**config.mk**
```make
export PLATFORM = sky130hd
export DESIGN_NAME = counter_load_seq
export DESIGN_NICKNAME = d
export VERILOG_FILES = /design/src/rtl/counter_load_seq.sv
export SDC_FILE = /design/constraint.sdc
export NUM_CORES = 1
export LEC_CHECK = 0
export CORE_ASPECT_RATIO = 1.2
export CORE_MARGIN = 8
export CORE_UTILIZATION = 46
export CTS_CLUSTER_SIZE = 28
export DETAILED_ROUTE_END_ITERATION = 10
export HOLD_SLACK_MARGIN = 0.15
export PLACE_DENSITY_LB_ADDON = 0.08
export SKIP_CTS_REPAIR_TIMING = 1
export SYNTH_ARGS = -nofsm -noshare
export SYNTH_HDL_FRONTEND = slang
export SYNTH_SLANG_ARGS = --single-unit
```
**constraint.sdc**
```tcl
create_clock -name clk -period 1.94 [get_ports clk]
set_input_delay 0.388 -clock clk [delete_from_list [all_inputs] [get_ports clk]]
set_output_delay 0.388 -clock clk [all_outputs]
set_load 0.02 [all_outputs]
```
**src/rtl/counter_load_seq.sv**
```systemverilog
// counter_load_seq: queues counter reload requests and issues each one as a single-cycle
//   load pulse to the loadable counter, either immediately or aligned to the count wrap.
// Latency: an immediate entry pulses `load` one cycle after acceptance; pulses are >= 3 cycles apart.
// Backpressure: req_ready drops while the FIFO holds DEPTH entries or while flush is high.
// Ports: clk/rst (async, active-high); req_valid/req_ready/req_data/req_sync request port;
//   flush discards the queue; count_in is the counter's count; load/load_h drive the counter;
//   level is FIFO occupancy; busy = queue non-empty or sequencer not idle.
// Optional feature macro: COUNTER_LOAD_SEQ_SYNC_EN (wrap-aligned entries and the ARM state).
module counter_load_seq #(
  parameter int WIDTH = 4,
  parameter int DEPTH = 4
) (
  input  logic                   clk,
  input  logic                   rst,
  input  logic                   req_valid,
  output logic                   req_ready,
  input  logic [WIDTH-1:0]       req_data,
  input  logic                   req_sync,
  input  logic                   flush,
  input  logic [WIDTH-1:0]       count_in,
  output logic                   load,
  output logic [WIDTH-1:0]       load_h,
  output logic [$clog2(DEPTH):0] level,
  output logic                   busy
);

  localparam int PW = $clog2(DEPTH);
  localparam int LW = PW + 1;
  localparam logic [LW-1:0] FULL = LW'(DEPTH);

`ifdef COUNTER_LOAD_SEQ_SYNC_EN
  localparam int EW = WIDTH + 1;
  typedef enum logic [1:0] {IDLE = 2'd0, ARM = 2'd1, LOAD = 2'd2, GAP = 2'd3} state_t;
`else
  localparam int EW = WIDTH;
  typedef enum logic [1:0] {IDLE = 2'd0, LOAD = 2'd2, GAP = 2'd3} state_t;
`endif

  state_t           state;
  state_t           state_nxt;
  logic [EW-1:0]    mem [DEPTH];
  logic [PW-1:0]    wr_ptr;
  logic [PW-1:0]    rd_ptr;
  logic [EW-1:0]    entry_in;
  logic [EW-1:0]    head;
  logic [WIDTH-1:0] head_data;
  logic             empty;
  logic             push;
  logic             pop;
  logic [LW-1:0]    level_nxt;
  logic             load_nxt;
  logic [WIDTH-1:0] load_h_nxt;

`ifdef COUNTER_LOAD_SEQ_SYNC_EN
  logic head_sync;
  assign entry_in  = {req_sync, req_data};
  assign head_sync = head[WIDTH];
`else
  // Without wrap alignment the sync flag and the counter value have no consumer.
  logic unused_cfg;
  assign unused_cfg = ^{req_sync, count_in};
  assign entry_in   = req_data;
`endif

  assign head      = mem[rd_ptr];
  assign head_data = head[WIDTH-1:0];
  assign empty     = (level == '0);

  // Ready looks only at registered occupancy, so a pop in the same cycle never frees a full slot.
  assign req_ready = (level != FULL) && !flush;
  assign push      = req_valid && req_ready;

  // State register
  always_ff @(posedge clk or posedge rst) begin
    if (rst) begin
      state <= IDLE;
    end else begin
      state <= state_nxt;
    end
  end

  // Next-state logic
  always_comb begin
    state_nxt = state;
    if (flush) begin
      state_nxt = IDLE;
    end else begin
      case (state)
        IDLE: begin
          if (!empty) begin
`ifdef COUNTER_LOAD_SEQ_SYNC_EN
            state_nxt = head_sync ? ARM : LOAD;
`else
            state_nxt = LOAD;
`endif
          end
        end
`ifdef COUNTER_LOAD_SEQ_SYNC_EN
        ARM:     if (count_in == '1) state_nxt = LOAD;
`endif
        LOAD:    state_nxt = GAP;
        GAP:     state_nxt = IDLE;
        default: state_nxt = IDLE;
      endcase
    end
  end

  // Output logic: the only way into LOAD is by consuming the head entry, so a pop is
  // exactly a transition into LOAD from any other state.
  always_comb begin
    pop        = (state_nxt == LOAD) && (state != LOAD);
    load_nxt   = pop;
    load_h_nxt = pop ? head_data : load_h;
  end

  always_comb begin
    level_nxt = level;
    if (flush) begin
      level_nxt = '0;
    end else if (push && !pop) begin
      level_nxt = level + 1'b1;
    end else if (pop && !push) begin
      level_nxt = level - 1'b1;
    end
  end

  // Registered outputs and FIFO pointers; load_h keeps the last issued value through flush.
  always_ff @(posedge clk or posedge rst) begin
    if (rst) begin
      wr_ptr <= '0;
      rd_ptr <= '0;
      level  <= '0;
      load   <= 1'b0;
      load_h <= '0;
      busy   <= 1'b0;
    end else begin
      level  <= level_nxt;
      load   <= load_nxt;
      load_h <= load_h_nxt;
      busy   <= (level_nxt != '0) || (state_nxt != IDLE);
      if (flush) begin
        wr_ptr <= '0;
        rd_ptr <= '0;
      end else begin
        if (push) wr_ptr <= wr_ptr + 1'b1;
        if (pop)  rd_ptr <= rd_ptr + 1'b1;
      end
    end
  end

  // Storage carries no reset; occupancy alone decides what is valid.
  always_ff @(posedge clk) begin
    if (push) mem[wr_ptr] <= entry_in;
  end

endmodule

```
==> run metrics <==
Max-Cap Viols 0; syn nets 110; Clk Latency, worst-skew pair 330 ps; Worst EP required 2150 ps; Die W 66.07 µm; unrepaired setup endpoints after global routing yes; Clock Tree Buf Depth 2; worst-path fanout max 6; layout cells sized above 1 0.3520; global route total overflow 0; Vias per Instance 5.186; Nets 144; syn avg cell area 15.38 µm²; post-synthesis sequential area ratio 0.6184; CTS tree built; most frequent cells in the layout edfxtp_1 (16), clkdlybuf4s50_1 (15), dfrtp_1 (13); commonest non-fill, non-tap cell in the layout edfxtp_1; WS Path Type reg -> reg; # setup viols final 0; GRT Overall Usage 0.1197; worst hold path type in -> async; yosys warns 0; Pleak 0.7567 nW; final clock skew 6.055 ps; n_diodes 0; maximum VDD drop 0.9162 mV; chip height 76.09 µm; via count 835; GPL Wtd Cong 0.7286; status completed; Fin. Hold Viols 0; fin crit share 0.9692; PD cells 1441 nW/µm²; ys flop type edfxtp_1; Final Instance Area 1802 µm²; antenna violations before repair 0; measured slew at the worst slew-check pin 604.0 ps; Post-Syn Area 1384 µm²; number of port buffers 17; WP data arrival 2090 ps; number of distinct library cells after synthesis 31; Syn-to-layout area delta 30.20%; Placed Area 1670 µm²; CTS clock-pin slew for the worst setup and hold paths 90 ps; Root Driver clkbuf_4; Post-route DRC 0; post-layout util 0.6061; Gate Count Post-Synth 90; Core Region 2973 µm²; Iteration-0 DRC Markers 21; wire length per cell 16.69 µm; Rows 22; # fillers 255; Async S/R FF share, synth 0.4839; final WL 2687 µm; Die ar. 5027 µm²; Routed Antenna Nets 0; largest net degree at the start of global routing 16; post-synthesis register bit count 31; Tmin final 1880 ps; drt first pass iters 2; Starting Density 0.4655; crit end category register; number of global-route vias before repair 917; I/O pins 23; max-slew violations 0; Num CTS Buffers 5; first-pass GRT wire length 4429 µm; Fmax 531.9 MHz; startpoint types register; number of H-tree levels 2; CTS Sinks 31; WHS 424.4 ps; number of synthesized flops with an enable pin 16; headroom to the max-slew limit 0.5969; Detailed Place HPWL 1970 µm
-- report_power, final --
| group | internal (mW) | switching (mW) | total [mW] | leakage (nW) |
|---|---|---|---|---|
| clock | 0.175 | 0.210 | 0.386 | 0.0353 |
| combinational | 0.695 | 0.551 | 1.25 | 0.388 |
| sequential | 0.847 | 0.117 | 0.965 | 0.334 |
| total | 1.72 | 0.878 | 2.60 | 0.757 |
-- final cells by class --
class / count / area, µm² / area share
Multi-Input combinational cell: 50 / 526.8 / 0.2924
Timing Repair Buffer: 30 / 289.0 / 0.1604
Clock buffer: 7 / 55.05 / 0.03056
Inverter: 6 / 22.52 / 0.01250
Sequential cell: 31 / 858.3 / 0.4764
Tap cell: 36 / 45.04 / 0.02500
Clock inverter: 1 / 5.005 / 0.002778
-- routing by layer --
layer	global-route usage	routed length, µm	vias up
met1	0.1217	1035	413
met5	0	0	-
met3	0.06912	186	4
met2	0.1896	1411	17
met4	0.05782	55	0
li1	-	-	401
-- state kept, by name, indices dropped and copies added, names as in the netlist --
signal,cells
mem,16
load_h,4
level,3
rd_ptr,2
state,2
wr_ptr,2
busy,1
load,1
-- per-stage QoR --
stage	TNS [ps]	setup slack [ps]	std cells	power (mW)
finish	0	59.80	161	2.595
global route	-27.45	-27.45	161	2.764
floorplan	-60.86	-60.86	90	1.644
global placement	-1131	-314.6	149	2.025
CTS	-284.2	-254.6	157	2.437
detailed placement	-1464	-381.9	149	2.047
-- worst max-delay path, stage by stage, from the launching register on --
cell and delay (ps):
dfrtp_2 380, inv_2 60, ha_4 160, and2b_4 190, buf_12 130, nor2_8 120, a2bb2oi_2 150, mux2i_1 100
or4_1 480
-- logic make-up after synthesis --
logic type,after synthesis,synth area share
buffers and inverters,9,0.03526
XOR/XNOR,1,0.01627
flip-flops,31,0.6184
multiplexers,9,0.1049
AO/OA/AOI/OAI,11,0.05605
adder cells (fa/ha/maj),8,0.07052
AND/OR/NAND/NOR,21,0.09856
-- cell usage after synthesis, types with 2 or more instances --
master    count  area (µm²)
edfxtp_1     16       480.5
dfrtp_1      15       375.4
ha_1          7       87.58
inv_1         6       22.52
and3_1        4       25.02
mux2_2        4       45.04
mux4_2        4       90.09
a211oi_1      3       22.52
nand2_1       3       11.26
nor3_1        3       15.01
buf_6         2       22.52
nor2_1        2       7.510
o21ai_0       2       10.01
o21ai_1       2       10.01
-- path summary, 6_finish.rpt --
kind                            cells after the start      from  slack, ps  endpoint
min in group clk                                    3     flush        430  level[1]
worst min register to register                      1  state[0]        490  state[0]
worst max register to register                      8  level[0]         60      busy
worst min-delay path                                2       rst        420  level[2]
worst max-delay path                                8  level[0]         60      busy
max in group asynchronous                           2       rst       1080  level[0]
Note: power is estimated with default switching activity, not from simulation.
